--- src/rtl/mem_bus_unit.sv ---
// mem_bus_unit: bus interface unit between the LEGv8 core and one shared,
// handshaked memory bus. Arbitrates instruction fetch against data access
// (round-robin), builds byte enables / lane-shifted store data, extends load
// data, and reports misalignment, slave errors and timeouts as sticky faults.
//
// Ports:
//   clk, rst                      clock, synchronous active-high reset
//   if_req/if_addr                fetch request (held until if_valid)
//   if_inst/if_valid              fetched instruction, one-cycle completion pulse
//   d_read/d_write/d_size/d_signed/d_addr/d_wdata   data request (held until d_valid)
//   d_rdata/d_valid/d_err         extended load data, completion pulse, fault qualifier
//   stall                         core must hold PC and pipeline
//   bus_req/bus_we/bus_addr/bus_be/bus_wdata        bus master outputs
//   bus_rdata/bus_ack/bus_err     bus slave response
//   fault/fault_addr              sticky fault flag and address of the first fault
module mem_bus_unit #(
    parameter int unsigned WORD      = 64,
    parameter int unsigned ADDR_W    = 64,
    parameter int unsigned INST_SIZE = 32,
    parameter int unsigned TIMEOUT   = 255
) (
    input  logic                 clk,
    input  logic                 rst,
    input  logic                 if_req,
    input  logic [ADDR_W-1:0]    if_addr,
    output logic [INST_SIZE-1:0] if_inst,
    output logic                 if_valid,
    input  logic                 d_read,
    input  logic                 d_write,
    input  logic [1:0]           d_size,
    input  logic                 d_signed,
    input  logic [ADDR_W-1:0]    d_addr,
    input  logic [WORD-1:0]      d_wdata,
    output logic [WORD-1:0]      d_rdata,
    output logic                 d_valid,
    output logic                 d_err,
    output logic                 stall,
    output logic                 bus_req,
    output logic                 bus_we,
    output logic [ADDR_W-1:0]    bus_addr,
    output logic [WORD/8-1:0]    bus_be,
    output logic [WORD-1:0]      bus_wdata,
    input  logic [WORD-1:0]      bus_rdata,
    input  logic                 bus_ack,
    input  logic                 bus_err,
    output logic                 fault,
    output logic [ADDR_W-1:0]    fault_addr
);
    localparam int unsigned BE_W    = WORD / 8;
    localparam int unsigned OFF_W   = $clog2(BE_W);
    localparam int unsigned CNT_W   = (TIMEOUT > 0) ? $clog2(TIMEOUT + 1) : 1;
    localparam int unsigned LANE_SH = (WORD > INST_SIZE) ? INST_SIZE : 32'd0;
    localparam logic [CNT_W-1:0] CNT_LAST = CNT_W'((TIMEOUT > 0) ? TIMEOUT - 1 : 32'd0);
    localparam logic [CNT_W-1:0] CNT_MAX  = CNT_W'(TIMEOUT);

    localparam logic [1:0] S_IDLE = 2'd0;
    localparam logic [1:0] S_DACC = 2'd1;
    localparam logic [1:0] S_FACC = 2'd2;
    localparam logic [1:0] S_RESP = 2'd3;

    logic [1:0]           state, state_nx;
    logic                 prefer_data, prefer_data_nx;
    logic [CNT_W-1:0]     tmo_cnt, tmo_cnt_nx;
    logic [OFF_W-1:0]     lat_off, lat_off_nx;
    logic [1:0]           lat_size, lat_size_nx;
    logic                 lat_signed, lat_signed_nx;
    logic                 lat_lane, lat_lane_nx;
    logic [ADDR_W-1:0]    lat_addr, lat_addr_nx;

    logic [INST_SIZE-1:0] if_inst_nx;
    logic                 if_valid_nx, d_valid_nx, d_err_nx;
    logic [WORD-1:0]      d_rdata_nx, bus_wdata_nx;
    logic                 bus_req_nx, bus_we_nx, fault_nx;
    logic [ADDR_W-1:0]    bus_addr_nx, fault_addr_nx;
    logic [BE_W-1:0]      bus_be_nx;

    logic                 d_req, d_bad, f_bad, timed_out, raise_fault;
    logic [OFF_W-1:0]     d_off, d_amask;
    logic [BE_W-1:0]      be_base;
    logic [ADDR_W-1:0]    fault_src;
    logic [WORD-1:0]      rd_shift, ld_keep, ld_data, inst_shift;
    logic                 ld_msb;

    // Request decode: size mask, alignment and base byte-enable pattern
    always_comb begin
        d_amask = '0;
        be_base = '0;
        case (d_size)
            2'b00:   begin d_amask = OFF_W'(3'd0); be_base = BE_W'(8'h01); end
            2'b01:   begin d_amask = OFF_W'(3'd1); be_base = BE_W'(8'h03); end
            2'b10:   begin d_amask = OFF_W'(3'd3); be_base = BE_W'(8'h0F); end
            default: begin d_amask = OFF_W'(3'd7); be_base = BE_W'(8'hFF); end
        endcase
    end

    assign d_req     = d_read | d_write;
    assign d_off     = d_addr[OFF_W-1:0];
    assign d_bad     = (d_read & d_write) | (|(d_off & d_amask)) | ((WORD == 32) && (d_size == 2'b11));
    assign f_bad     = |if_addr[1:0];
    assign timed_out = (TIMEOUT != 0) && (tmo_cnt == CNT_LAST);
    assign stall     = (d_req & ~d_valid) | (if_req & ~if_valid);

    // Load extraction: shift the addressed lane down, mask to size, extend
    always_comb begin
        rd_shift = bus_rdata >> {lat_off, 3'b000};
        ld_keep  = '1;
        ld_msb   = rd_shift[WORD-1];
        case (lat_size)
            2'b00:   begin ld_keep = WORD'(64'hFF);        ld_msb = rd_shift[7];  end
            2'b01:   begin ld_keep = WORD'(64'hFFFF);      ld_msb = rd_shift[15]; end
            2'b10:   begin ld_keep = WORD'(64'hFFFF_FFFF); ld_msb = rd_shift[31]; end
            default: begin ld_keep = '1;                   ld_msb = rd_shift[WORD-1]; end
        endcase
        ld_data    = (rd_shift & ld_keep) | ((lat_signed & ld_msb) ? ~ld_keep : '0);
        inst_shift = bus_rdata >> (lat_lane ? LANE_SH : 32'd0);
    end

    // Next-state and next-output logic
    always_comb begin
        state_nx       = state;
        prefer_data_nx = prefer_data;
        tmo_cnt_nx     = tmo_cnt;
        lat_off_nx     = lat_off;
        lat_size_nx    = lat_size;
        lat_signed_nx  = lat_signed;
        lat_lane_nx    = lat_lane;
        lat_addr_nx    = lat_addr;
        bus_req_nx     = bus_req;
        bus_we_nx      = bus_we;
        bus_addr_nx    = bus_addr;
        bus_be_nx      = bus_be;
        bus_wdata_nx   = bus_wdata;
        if_inst_nx     = '0;
        if_valid_nx    = 1'b0;
        d_rdata_nx     = '0;
        d_valid_nx     = 1'b0;
        d_err_nx       = 1'b0;
        raise_fault    = 1'b0;
        fault_src      = lat_addr;

        case (state)
            S_IDLE: begin
                if (d_req && (!if_req || prefer_data)) begin
                    prefer_data_nx = 1'b0;
                    lat_addr_nx    = d_addr;
                    lat_off_nx     = d_off;
                    lat_size_nx    = d_size;
                    lat_signed_nx  = d_signed;
                    if (d_bad) begin
                        state_nx    = S_RESP;
                        d_valid_nx  = 1'b1;
                        d_err_nx    = 1'b1;
                        raise_fault = 1'b1;
                        fault_src   = d_addr;
                    end else begin
                        state_nx     = S_DACC;
                        tmo_cnt_nx   = '0;
                        bus_req_nx   = 1'b1;
                        bus_we_nx    = d_write;
                        bus_addr_nx  = {d_addr[ADDR_W-1:OFF_W], {OFF_W{1'b0}}};
                        bus_be_nx    = be_base << d_off;
                        bus_wdata_nx = d_write ? (d_wdata << {d_off, 3'b000}) : '0;
                    end
                end else if (if_req) begin
                    prefer_data_nx = 1'b1;
                    lat_addr_nx    = if_addr;
                    lat_lane_nx    = (WORD > INST_SIZE) ? if_addr[2] : 1'b0;
                    if (f_bad) begin
                        state_nx    = S_RESP;
                        if_valid_nx = 1'b1;
                        raise_fault = 1'b1;
                        fault_src   = if_addr;
                    end else begin
                        state_nx     = S_FACC;
                        tmo_cnt_nx   = '0;
                        bus_req_nx   = 1'b1;
                        bus_we_nx    = 1'b0;
                        bus_addr_nx  = {if_addr[ADDR_W-1:OFF_W], {OFF_W{1'b0}}};
                        bus_be_nx    = '1;
                        bus_wdata_nx = '0;
                    end
                end
            end
            S_DACC, S_FACC: begin
                // Ack wins over a timeout landing in the same cycle
                if (bus_ack || timed_out) begin
                    state_nx     = S_RESP;
                    bus_req_nx   = 1'b0;
                    bus_we_nx    = 1'b0;
                    bus_addr_nx  = '0;
                    bus_be_nx    = '0;
                    bus_wdata_nx = '0;
                    raise_fault  = bus_ack ? bus_err : 1'b1;
                    if (state == S_DACC) begin
                        d_valid_nx = 1'b1;
                        d_err_nx   = raise_fault;
                        d_rdata_nx = raise_fault ? '0 : ld_data;
                    end else begin
                        if_valid_nx = 1'b1;
                        if_inst_nx  = raise_fault ? '0 : INST_SIZE'(inst_shift);
                    end
                end else if (tmo_cnt != CNT_MAX) begin
                    tmo_cnt_nx = tmo_cnt + CNT_W'(1);
                end
            end
            S_RESP:  state_nx = S_IDLE;
            default: state_nx = S_IDLE;
        endcase

        fault_nx      = fault | raise_fault;
        fault_addr_nx = (raise_fault && !fault) ? fault_src : fault_addr;
    end

    // State and registered outputs
    always_ff @(posedge clk) begin
        if (rst) begin
            state       <= S_IDLE;
            prefer_data <= 1'b1;
            tmo_cnt     <= '0;
            lat_off     <= '0;
            lat_size    <= '0;
            lat_signed  <= 1'b0;
            lat_lane    <= 1'b0;
            lat_addr    <= '0;
            if_inst     <= '0;
            if_valid    <= 1'b0;
            d_rdata     <= '0;
            d_valid     <= 1'b0;
            d_err       <= 1'b0;
            bus_req     <= 1'b0;
            bus_we      <= 1'b0;
            bus_addr    <= '0;
            bus_be      <= '0;
            bus_wdata   <= '0;
            fault       <= 1'b0;
            fault_addr  <= '0;
        end else begin
            state       <= state_nx;
            prefer_data <= prefer_data_nx;
            tmo_cnt     <= tmo_cnt_nx;
            lat_off     <= lat_off_nx;
            lat_size    <= lat_size_nx;
            lat_signed  <= lat_signed_nx;
            lat_lane    <= lat_lane_nx;
            lat_addr    <= lat_addr_nx;
            if_inst     <= if_inst_nx;
            if_valid    <= if_valid_nx;
            d_rdata     <= d_rdata_nx;
            d_valid     <= d_valid_nx;
            d_err       <= d_err_nx;
            bus_req     <= bus_req_nx;
            bus_we      <= bus_we_nx;
            bus_addr    <= bus_addr_nx;
            bus_be      <= bus_be_nx;
            bus_wdata   <= bus_wdata_nx;
            fault       <= fault_nx;
            fault_addr  <= fault_addr_nx;
        end
    end
endmodule

--- config.mk ---
export PLATFORM = sky130hd
export DESIGN_NAME = mem_bus_unit
export DESIGN_NICKNAME = d
export VERILOG_FILES = /design/src/rtl/mem_bus_unit.sv
export SDC_FILE = /design/constraint.sdc
export NUM_CORES = 1
export LEC_CHECK = 0
export BUFFER_PORTS_ARGS = -buffer_cell sky130_fd_sc_hd__buf_2
export CAP_MARGIN = 25
export CORE_AREA = 2 2 222 224
export DETAILED_ROUTE_END_ITERATION = 8
export DIE_AREA = 0 0 224 226
export GPL_TIMING_DRIVEN = 0
export PLACE_DENSITY_LB_ADDON = 0.08
export SLEW_MARGIN = 20
export SYNTH_ARGS = -nofsm -noshare
export SYNTH_HDL_FRONTEND = slang
export SYNTH_SLANG_ARGS = --single-unit
--- constraint.sdc ---
create_clock -name clk -period 3 [get_ports clk]
set_input_delay 0.3 -clock clk [delete_from_list [all_inputs] [get_ports clk]]
set_output_delay 0.3 -clock clk [all_outputs]
set_load 0.03 [all_outputs]
==> results of run 1 <==
per-layer routing:
metal	track usage [%]	wire [um]	part of all wire (%)	vias up
met5	0	91	0.11	-
met1	42.12	35440	43	9377
met4	10.90	2780	3.4	14
met3	7.026	7301	8.8	163
met2	49.17	37110	45	1005
li1	-	-	-	8922
critical path: cells and delay by family (launching register included):
kind,cells,cell delay [ns]
adder cells (fa/ha/maj),1,0.22
AND/OR/NAND/NOR,1,0.09
AO/OA/AOI/OAI,2,0.62
buffers and inverters,4,1.46
flip-flops,1,0.33
cells by family (layout without fill, tap and decap cells):
logic type	Yosys count	in the layout	share of synthesized area (%)
and+or+nand+nor	552	552	13.40
AOI/OAI and AO/OA	662	662	24.65
DFF	381	381	41.47
adders and majority gates	6	6	0.4082
muxes	227	227	15.20
buffers and inverters	214	900	4.857
other	1	12	0.02039
sequential cells by signal, indices dropped and copies added (netlist names):
name         count
fault            1
if_inst         32
bus_be           8
bus_we           1
lat_lane         1
tmo_cnt          8
lat_off          3
bus_addr        61
d_rdata         64
lat_size         2
prefer_data      1
d_err            1
fault_addr      64
bus_wdata       64
lat_addr        64
lat_signed       1
bus_req          1
state            2
if_valid         1
d_valid          1
power by group through the flow:
| stage | clock network, mW | logic [mW] | registers [mW] |
|---|---|---|---|
| after floorplan | 0 | 5.07 | 8.40 |
| after global placement | 0 | 9.82 | 7.01 |
| after detailed placement | 0 | 9.89 | 7.02 |
| after CTS | 5.81 | 9.97 | 6.94 |
| after global routing | 6.00 | 10.8 | 7.07 |
| final | 5.75 | 10.1 | 6.95 |
placed cells by master (no fill, tap or decap), types with 15 or more instances in the layout:
cell           instances
nor2_1               140
nor3_1                35
a311oi_1             106
mux2_2                22
buf_2                622
a22oi_1               55
clkbuf_1             127
o21ai_0               87
dfxtp_1              381
dlygate4sd3_1         43
buf_1                 15
mux2_1                56
o2bb2ai_1             24
nor2b_1               75
nand2_1              246
a221oi_1              21
clkbuf_16             45
a211oi_1              56
a22o_1                32
mux2i_1              115
a21oi_1              207
mux4_2                34
per-stage QoR:
stage,setup TNS (ns),instances
final,0,3362
after global routing,0,3358
after CTS,0,3352
after detailed placement,-2.639,3230
after global placement,-1.967,3230
after floorplan,0,2045
path summary, 6_finish.rpt:
kind,end,slack (ns),start,depth (start not counted)
worst max-delay path,lat_addr[39]$_SDFFE_PP0P_,0.17,state[1]$_SDFFE_PP0P_,8
worst min-delay path,lat_addr[3]$_SDFFE_PP0P_,0.02,if_addr[3],3
worst max register to register,lat_addr[39]$_SDFFE_PP0P_,0.17,state[1]$_SDFFE_PP0P_,8
worst min register to register,bus_wdata[37]$_SDFFE_PP0P_,0.46,bus_wdata[37]$_SDFFE_PP0P_,1
repair_timing:
action / in CTS / in global routing
hold buffers: 42 / 1
buffers inserted: 0 / 0
endpoints found under the setup margin: 33 / 137
gates resized for setup: 2 / 13
hold endpoints to repair: 33 / 1
area by class of cell:
| type | instances | share of cell area [%] |
|---|---|---|
| antenna | 9 | 0.09373 |
| buffer | 201 | 3.536 |
| clock buffer | 62 | 5.285 |
| clock inverter | 18 | 1.067 |
| inverter | 13 | 0.2031 |
| multi-input combinational | 1450 | 41.32 |
| sequential | 381 | 31.74 |
| tap | 622 | 3.239 |
| timing repair buffer | 606 | 13.52 |
==> results.ini, run 1 <==
[cells_and_area]
postLayoutCoreUtil_pct=49.71
finalNetCount=2969
seqCellArea_um2=7627
final_std_cell_area_no_fill_um2=24030
share_of_cells_above_drive_strength_1_pct=28.63
layout.filler_cells=4720
multiInputGateArea_um2=9928
area_growth_syn_to_layout_pct=30.65

[power]
power.internal_mw=12.94
power_density_nw_per_um2=948.5
cellLeakagePower_nw=10.37
design_power_total_mw=22.79
ir_worst_vdd_uv=410.3
power.switching_mw=9.850
comb_power_share_pct=44.3
power_switching_share_pct=43.22
share_clk_of_total_power_pct=25.2
share_seq_of_total_power_pct=30.5

[timing]
fin_worst_skew_ns=0.01922
min_period_over_period_pct=94.21
timing.slew.headroom_pct=29.49
whs_ns=0.02389
finalMaxSlewViolations=0
final_critical_path_setup_slack_ns=0.1737
final_period_minus_worst_setup_slack_ns=2.826
max_freq_ghz=0.3538
setup_viol=0
hold_viol=0
timing_worst_slew_pin_value_ns=1.058
rsz0062_at_grt=false

[synth]
syn_inst=2043
synth_area_um2=18390
synth_top_area_cell=dfxtp_1
number_of_enable_flip_flop_cells_after_synthesis=0
syn_avg_cell_area_um2=9.003
synth_sequential_area_ratio_pct=41.47
synth-async-reset-ratio_pct=0
ys_top_cells_by_count=dfxtp_1 (381), nand2_1 (247), a21oi_1 (208), nor2_1 (142), clkbuf_1 (122)
synth_warnings=0
yosysTopAreaCellShare_pct=41.47
synth_ff_type=dfxtp_1
synthMostInstantiatedCell=dfxtp_1
flip_flop_and_latch_count_after_synthesis=381
ys_top_cells_by_area=dfxtp_1 (41%), mux2i_1 (6.3%), a21oi_1 (5.7%), a311oi_1 (5.0%), nand2_1 (5.0%)
synth_cell_types=74

[setup_path]
crit_chain=inv_1 -> ha_1 -> buf_2 -> a21boi_1 -> clkbuf_1 -> buf_1 -> nor2_1 -> a311oi_1
maximum_single_stage_delay_on_the_critical_path_ns=0.57
critical_path.max_fanout=10
worstPathArrival_ns=3.32
timing.critical_path.slowest_stage_cell=clkbuf_1
worst_setup_path_end_kind=flip-flop
timing.setup.critical_path_class=flip-flop to flip-flop
required_ns=3.49
cp-start-kind=flip-flop

[clock_tree]
cts_root_buffer=clkbuf_16
clock_latency_reported_for_the_late_side_of_the_worst_skew_pair_ns=0.59
cts_tree=built
ctsLongestPathBuffers=3
cts_buffers=44
cts.clk_slew.worst_paths_ns=0.06
cts_sinks=381
clock_tree.htree_level_count=2

[drt]
num_vias=19480
dr.pass1.iters=8
routed_wire_length_per_instance_um=24.60
drt_wl_total_mm=82.72
detailed_router_s_first_iteration_violation_count=2011
via_per_inst=5.794
ant_nets=0
drcViolationCount=0

[global_route]
grt_max_degree=14
grt_pass1_vias=18600
grtUsageTotal_pct=31.24
initial_antenna_violation_count=15
overflow=0
wire_length_of_the_first_global_routing_pass_mm=119.4

[placed_design]
buffer_ports.inserted=563
post-place-ws_ns=-0.1387
gpl.final_weighted_congestion=0.9574
postPlaceCellArea_um2=22020
post-dp-hpwl_mm=63.35

[floorplanning]
i_o_pin_total=569
fp.dieW_um=224
initial_utilization_pct=38.05
design.core.area_um2=48340
core.rowCount=81
total_die_area_um2=50620
die-height_um=226

[outcome]
outcome=finished, final reports clean

[run]
maxCapViolations=0

[min_path]
holdCritPathClass=input pin to flip-flop

Note: power is estimated with default switching activity, not from simulation.
==> inputs of run 2 (changes only) <==
--- a/config.mk
+++ b/config.mk
@@ -5,12 +5,14 @@
 export SDC_FILE = /design/constraint.sdc
 export NUM_CORES = 1
 export LEC_CHECK = 0
-export BUFFER_PORTS_ARGS = -buffer_cell sky130_fd_sc_hd__buf_2
+export ABC_AREA = 1
 export CAP_MARGIN = 25
-export CORE_AREA = 2 2 222 224
+export CORE_AREA = 2 2 220 222
 export DETAILED_ROUTE_END_ITERATION = 8
-export DIE_AREA = 0 0 224 226
+export DIE_AREA = 0 0 222 224
+export DONT_BUFFER_PORTS = 1
 export GPL_TIMING_DRIVEN = 0
+export MAX_ROUTING_LAYER = met4
 export PLACE_DENSITY_LB_ADDON = 0.08
 export SLEW_MARGIN = 20
 export SYNTH_ARGS = -nofsm -noshare
==> run 2 against run 1 <==
- power grew 6.5%
- largest power group unchanged
- critical path depth grew 1
- register-to-register slack is essentially flat
- clock skew grew 0.0027 ns
- final cell count grew 15%
==> results.ini, run 2 <==
[outcome]
outcome=finished, final reports clean

[timing]
min_period_over_period_pct=94.11  ; -0.097 points
fin_worst_skew_ns=0.02191  ; +0.002687 ns
rsz0062_at_grt=true
timing_worst_slew_pin_value_ns=0.9713  ; -0.08642 ns
finalMaxSlewViolations=0  ; unchanged
timing.slew.headroom_pct=35.01  ; +5.5 points
setup_tns_ns=0  ; unchanged
hold_viol=0  ; unchanged
setup_viol=0  ; unchanged
final_critical_path_setup_slack_ns=0.1766  ; +0.002910 ns
final_period_minus_worst_setup_slack_ns=2.823  ; -0.002910 ns
max_freq_ghz=0.3542  ; +0.10%
whs_ns=0.01474  ; -0.009146 ns

[drt]
via_per_inst=5.729  ; -1.1%
dr.pass1.iters=8  ; unchanged
drt_wl_total_mm=94.00  ; +14%
detailed_router_s_first_iteration_violation_count=2437  ; +21%
drcViolationCount=0  ; unchanged
ant_nets=0  ; unchanged
num_vias=22060  ; +13%
routed_wire_length_per_instance_um=24.41  ; -0.77%

[synth]
ys_top_cells_by_count=nand2_1 (834), dfxtp_1 (381), a21oi_1 (316), nand3_1 (291), o21ai_0 (226)
ys_top_cells_by_area=dfxtp_1 (40%), nand2_1 (16%), a21oi_1 (8.3%), nand3_1 (7.6%), o21ai_0 (5.9%)
synth-async-reset-ratio_pct=0  ; unchanged
flip_flop_and_latch_count_after_synthesis=381  ; unchanged
synthMostInstantiatedCell=nand2_1
synth_sequential_area_ratio_pct=39.84  ; -1.6 points
synth_top_area_cell=dfxtp_1
synth_warnings=0  ; unchanged
synth_ff_type=dfxtp_1
yosysTopAreaCellShare_pct=39.84  ; -1.6 points
number_of_enable_flip_flop_cells_after_synthesis=0  ; unchanged
syn_inst=2951  ; +44%
synth_area_um2=19150  ; +4.1%
synth_cell_types=39  ; -47%
syn_avg_cell_area_um2=6.488  ; -28%

[cells_and_area]
share_of_cells_above_drive_strength_1_pct=4.949  ; -24 points
area_growth_syn_to_layout_pct=22.28
layout.filler_cells=4987  ; +5.7%
most_common_cell_after_layout_fill_and_taps_aside=nand2_1
finalNetCount=3472  ; +17%
final_cell_mix=nand2_1 (834), dfxtp_1 (381), a21oi_1 (316)
final_std_cell_area_no_fill_um2=23410  ; -2.6%

[floorplanning]
core.rowCount=80  ; -1.2%
fp.dieW_um=222  ; -0.89%
design.core.area_um2=47350  ; -2.1%
i_o_pin_total=569  ; unchanged
die-height_um=224  ; -0.88%
initial_utilization_pct=40.44  ; +2.4 points
total_die_area_um2=49730  ; -1.8%

[setup_path]
critical_path.max_fanout=10  ; unchanged
timing.setup.critical_path_class=flip-flop to flip-flop
worstReg2RegEnd=lat_addr[24]$_SDFFE_PP0P_
required_ns=3.53  ; +0.04 ns
cp-start-kind=flip-flop
crit-reg2reg-launch=state[1]$_SDFFE_PP0P_
r2r.worst_path.cells=9  ; +1
ff2ff_setup_slack_ns=0.18  ; about the same
worst_setup_path_end_kind=flip-flop
worstPathArrival_ns=3.35  ; +0.03 ns

[global_route]
initial_antenna_violation_count=2  ; -13
grtUsageTotal_pct=37.47  ; +6.2 points
wire_length_of_the_first_global_routing_pass_mm=137.2  ; +15%
grt.met2_usage_pct=58.86  ; +9.7 points
globalRoute.busiestLayer=met2
grt_pass1_vias=21300  ; +15%
overflow=0  ; unchanged
met1_global_route_usage_pct=45.00  ; +2.9 points
grt_max_degree=14  ; unchanged
globalRouteMet3Util_pct=10.65  ; +3.6 points

[placed_design]
postPlaceCellArea_um2=19920  ; -9.5%
post-dp-hpwl_mm=70.81  ; +12%
post-place-ws_ns=0.2075  ; +0.3462 ns
gpl.final_weighted_congestion=0.9761  ; +2.0%
buffer_ports.inserted=0  ; -100%

[power]
cellLeakagePower_nw=9.642  ; -7.0%
power.switching_mw=11.74  ; +19%
comb_power_share_pct=41.8  ; -2.5 points
power_switching_share_pct=48.35  ; +5.1 points
power_density_nw_per_um2=1037  ; +9.3%
share_seq_of_total_power_pct=35.6  ; +5.1 points
share_clk_of_total_power_pct=22.6  ; -2.6 points
ir_worst_vdd_uv=676.2  ; +65%
power.internal_mw=12.54  ; -3.1%

[clock_tree]
cts.clk_slew.worst_paths_ns=0.06  ; about the same
cts_tree=built
clock_latency_reported_for_the_late_side_of_the_worst_skew_pair_ns=0.59  ; about the same
clock_tree.htree_level_count=2  ; unchanged
cts_buffers=43  ; -2.3%
cts_sinks=381  ; unchanged
cts_root_buffer=clkbuf_16
post_cts.repair.setup_buffers=0  ; unchanged
ctsLongestPathBuffers=3  ; unchanged

[min_path]
whs_endpoint=lat_addr[55]$_SDFFE_PP0P_
holdCritPathClass=input pin to flip-flop
min_delay_path_depth=4  ; +1
worst_hold_path_startpoint=if_addr[55]

[run]
maxCapViolations=0  ; unchanged

-- run 2: cells by family (layout without fill, tap and decap cells) --
logic type / count (synthesis) / count (layout) / share of synthesized area, %
and+or+nand+nor: 1389 / 1389 / 29.66
DFF: 381 / 381 / 39.84
other: 1 / 5 / 0.01959
xor gates and xnor gates: 6 / 6 / 0.2745
AOI/OAI and AO/OA: 701 / 701 / 19.57
buffers and inverters: 454 / 734 / 9.567
adders and majority gates: 6 / 6 / 0.3921
muxes: 13 / 13 / 0.6796
-- run 2: power groups by stage --
stage,clock (mW),combinational [mW],sequential [mW]
floorplan,0,6.45,8.31
CTS,5.56,9.91,8.64
global route,5.74,11.1,8.76
global placement,0,9.29,8.72
finish,5.49,10.1,8.65
detailed placement,0,9.36,8.74
-- run 2: through the flow --
step | utilization (%) | instances | power, mW
after floorplan | - | 2953 | 14.77
after global routing | 49.45 | 3850 | 25.64
after detailed placement | 42.08 | 3568 | 18.10
after CTS | 49.42 | 3848 | 24.10
final | 49.45 | 3850 | 24.28
after global placement | 42.08 | 3568 | 18.01
-- run 2: how the worst max path moves through the flow --
| stage | endpoint | slack [ns] | from | depth (start not counted) |
|---|---|---|---|---|
| detailed placement | d_rdata[0]$_SDFF_PP0_ | 0.21 | lat_off[2]$_SDFFE_PP0P_ | 6 |
| CTS | lat_addr[24]$_SDFFE_PP0P_ | 0.06 | state[1]$_SDFFE_PP0P_ | 9 |
| global route | lat_addr[40]$_SDFFE_PP0P_ | -0.01 | state[0]$_SDFFE_PP0P_ | 9 |
| global placement | d_rdata[0]$_SDFF_PP0_ | 0.15 | lat_off[2]$_SDFFE_PP0P_ | 6 |
| finish | lat_addr[24]$_SDFFE_PP0P_ | 0.18 | state[1]$_SDFFE_PP0P_ | 9 |
| floorplan | bus_addr[49]$_SDFFE_PP0P_ | 1.17 | state[0]$_SDFFE_PP0P_ | 10 |
-- run 2: layout make-up --
type	count	area (um^2)	share of cell area, %
sequential	381	7627	32.58
clock inverter	13	161.4	0.6894
multi-input combinational	2118	9699	41.43
timing repair buffer	202	2022	8.637
buffer	235	1012	4.324
clock buffer	65	1290	5.510
antenna	2	5.005	0.02138
tap	615	769.5	3.287
inverter	219	824.5	3.522
-- run 2: worst max-delay path, stage by stage (launching register included) --
cell and delay, ns:
dfxtp_1 0.32, inv_1 0.10, ha_1 0.26, inv_1 0.14
a21oi_1 0.22, clkbuf_2 0.35, clkbuf_1 0.42, o21ai_0 0.18
a31oi_1 0.20, dlygate4sd3_1 0.57
-- run 2: layer usage --
metal	wire length, um	part of all wire (%)
met3	10030	11
met1	37130	40
met4	4624	4.9
met5	0	0
met2	42210	45
-- run 2: what timing repair did --
item,in CTS,in global routing
endpoints found under the hold margin,157,0
gates resized for setup,0,9
endpoints found under the setup margin,0,42
hold buffers,202,0
==> inputs of run 3 (changes only) <==
--- a/config.mk
+++ b/config.mk
@@ -7,9 +7,9 @@
 export LEC_CHECK = 0
 export ABC_AREA = 1
 export CAP_MARGIN = 25
-export CORE_AREA = 2 2 220 222
+export CORE_MARGIN = 2
+export CORE_UTILIZATION = 30
 export DETAILED_ROUTE_END_ITERATION = 8
-export DIE_AREA = 0 0 222 224
 export DONT_BUFFER_PORTS = 1
 export GPL_TIMING_DRIVEN = 0
 export MAX_ROUTING_LAYER = met4
==> run 3 against run 2 <==
- count of clock-buffer cells in the layout is 5 higher
- final area is 2.7% higher
- power is 2.4% higher
- worst setup slack worse by 0.028 ns
- worst hold slack better by 0.010 ns
- routed wire length is 4.6% higher
- sequential power hardly changed
- final cell count is 6.6% higher
- clock power is 8.7% higher
- first-iteration DRC count is 24% lower
- die area is 32% higher
- critical endpoint is now d_rdata[6]$_SDFF_PP0_
- largest power group unchanged
- highest routed layer unchanged
==> results.ini, run 3 (synthesis results as in run 2) <==
[min_path]
worst_hold_path_startpoint=d_addr[19]
whs_endpoint=fault_addr[19]$_SDFFE_PP0P_
min_delay_path_depth=4  ; unchanged
holdCritPathClass=input pin to flip-flop

[global_route]
grt_pass1_vias=21460  ; +0.74%
grt_max_degree=14  ; unchanged
initial_antenna_violation_count=1  ; -1
overflow=0  ; unchanged
wire_length_of_the_first_global_routing_pass_mm=143.1  ; +4.3%
grtUsageTotal_pct=29.54  ; -7.9 points

[clock_tree]
cts_root_buffer=clkbuf_16
cts.clk_slew.worst_paths_ns=0.06  ; about the same
cts_buffers=47  ; +9.3%
clock_tree.htree_level_count=2  ; unchanged
cts_sinks=381  ; unchanged
clock_latency_reported_for_the_late_side_of_the_worst_skew_pair_ns=0.59  ; about the same
cts_tree=built
post_cts.repair.setup_buffers=0  ; unchanged
ctsLongestPathBuffers=3  ; unchanged

[drt]
via_per_inst=5.296  ; -7.6%
num_vias=21740  ; -1.4%
ant_nets=0  ; unchanged
drt_wl_total_mm=98.29  ; +4.6%
drcViolationCount=0  ; unchanged
routed_wire_length_per_instance_um=23.94  ; -1.9%
detailed_router_s_first_iteration_violation_count=1855  ; -24%
dr.pass1.iters=6  ; -2

[power]
design_power_total_mw=24.86  ; +2.4%
ir_worst_vdd_uv=498.5  ; -26%
cellLeakagePower_nw=9.807  ; +1.7%
power_density_nw_per_um2=1034  ; -0.26%

[cells_and_area]
area_growth_syn_to_layout_pct=25.55
final_std_cell_area_no_fill_um2=24040  ; +2.7%
most_common_cell_after_layout_fill_and_taps_aside=nand2_1
share_of_cells_above_drive_strength_1_pct=5.433  ; +0.48 points
final_cell_mix=nand2_1 (832), dfxtp_1 (381), a21oi_1 (316)
finalNetCount=3491  ; +0.55%

[setup_path]
required_ns=3.41  ; -0.12 ns
r2r.worst_path.cells=7  ; -2
worstReg2RegEnd=d_rdata[6]$_SDFF_PP0_
timing.setup.critical_path_class=flip-flop to flip-flop
ff2ff_setup_slack_ns=0.15  ; -0.03 ns
cp-start-kind=flip-flop
critical_path.max_fanout=10  ; unchanged
worstPathArrival_ns=3.27  ; -0.08 ns
crit-reg2reg-launch=state[0]$_SDFFE_PP0P_
worst_setup_path_end_kind=flip-flop

[timing]
final_period_minus_worst_setup_slack_ns=2.852  ; +0.02824 ns
final_critical_path_setup_slack_ns=0.1484  ; -0.02824 ns
finalMaxSlewViolations=0  ; unchanged
whs_ns=0.02493  ; +0.01019 ns
setup_viol=0  ; unchanged
timing.slew.headroom_pct=29.62  ; -5.4 points
max_freq_ghz=0.3507  ; -0.99%
fin_worst_skew_ns=0.01388  ; -0.008031 ns
hold_viol=0  ; unchanged
timing_worst_slew_pin_value_ns=1.056  ; +0.08446 ns
min_period_over_period_pct=95.05  ; +0.94 points
rsz0062_at_grt=false

[floorplanning]
design.core.area_um2=63080  ; +33%
total_die_area_um2=65860  ; +32%
initial_utilization_pct=30.35  ; -10 points
fp.dieW_um=256.6  ; +16%
core.rowCount=92  ; +15%
die-height_um=256.6  ; +15%
i_o_pin_total=569  ; unchanged

[run]
maxCapViolations=0  ; unchanged

[outcome]
outcome=finished, final reports clean

[placed_design]
buffer_ports.inserted=0  ; unchanged
post-dp-hpwl_mm=75.11  ; +6.1%
postPlaceCellArea_um2=20210  ; +1.5%
gpl.final_weighted_congestion=0.9506  ; -2.6%
post-place-ws_ns=0.02506  ; -0.1824 ns

[run 3: layout make-up]
| type | instances | area [um^2] |
|---|---|---|
| repair buffers | 217 | 2172 |
| well taps | 846 | 1059 |
| inverters | 219 | 824.5 |
| multi-input cells | 2118 | 9709 |
| clock buffers | 70 | 1404 |
| fillers | 6999 | 39040 |
| diodes | 1 | 2.502 |
| plain buffers | 235 | 1018 |
| clock inverters | 18 | 220.2 |
| flip-flops and latches | 381 | 7627 |
[run 3: metrics by stage]
step | setup TNS, ns | instances | util (%)
3_5_place_dp | 0 | 3799 | 32.04
3_3_place_gp | -0.02152 | 3799 | 32.04
4_1_cts | 0 | 4104 | 38.06
2_1_floorplan | 0 | 2953 | -
5_1_grt | 0 | 4105 | 38.11
6_report | 0 | 4105 | 38.11
[run 3: power by group]
group | switching (mW) | leakage [nW] | internal [mW] | total, mW
sequential | 2.35 | 3.11 | 6.26 | 8.62
combinational | 7.19 | 5.90 | 3.09 | 10.3
clock | 2.38 | 0.799 | 3.59 | 5.97
[run 3: per-layer routing]
layer	GRT usage (%)	vias up	share of wire, %	wire [um]
li1	-	10240	-	-
met1	36.00	10330	42	41040
met2	47.49	976	46	45460
met3	7.523	197	8.2	8062
met4	9.771	0	3.8	3723
met5	-	-	0	0
[run 3: worst max-delay path by stage]
| stage | from | endpoint | cells after the start |
|---|---|---|---|
| 5_1_grt | state[0]$_SDFFE_PP0P_ | lat_addr[58]$_SDFFE_PP0P_ | 8 |
| 3_5_place_dp | state[0]$_SDFFE_PP0P_ | d_rdata[6]$_SDFF_PP0_ | 7 |
| 4_1_cts | state[1]$_SDFFE_PP0P_ | lat_addr[11]$_SDFFE_PP0P_ | 8 |
| 2_1_floorplan | state[0]$_SDFFE_PP0P_ | bus_addr[49]$_SDFFE_PP0P_ | 10 |
| 3_3_place_gp | state[0]$_SDFFE_PP0P_ | d_rdata[6]$_SDFF_PP0_ | 7 |
| 6_report | state[0]$_SDFFE_PP0P_ | d_rdata[6]$_SDFF_PP0_ | 7 |
[run 3: critical path, stage by stage, from the launching register on]
cell and delay (ns):
dfxtp_1 0.38, inv_1 0.08, ha_1 0.40, inv_1 0.12, nor3_2 0.30, nand2_2 0.31
clkbuf_1 0.44, a211oi_1 0.63
[run 3: timing repair]
item,4_1_cts,5_1_grt
resized for setup,1,20
hold endpoints to repair,166,0
setup endpoints to repair,1,131
hold buffers,217,0
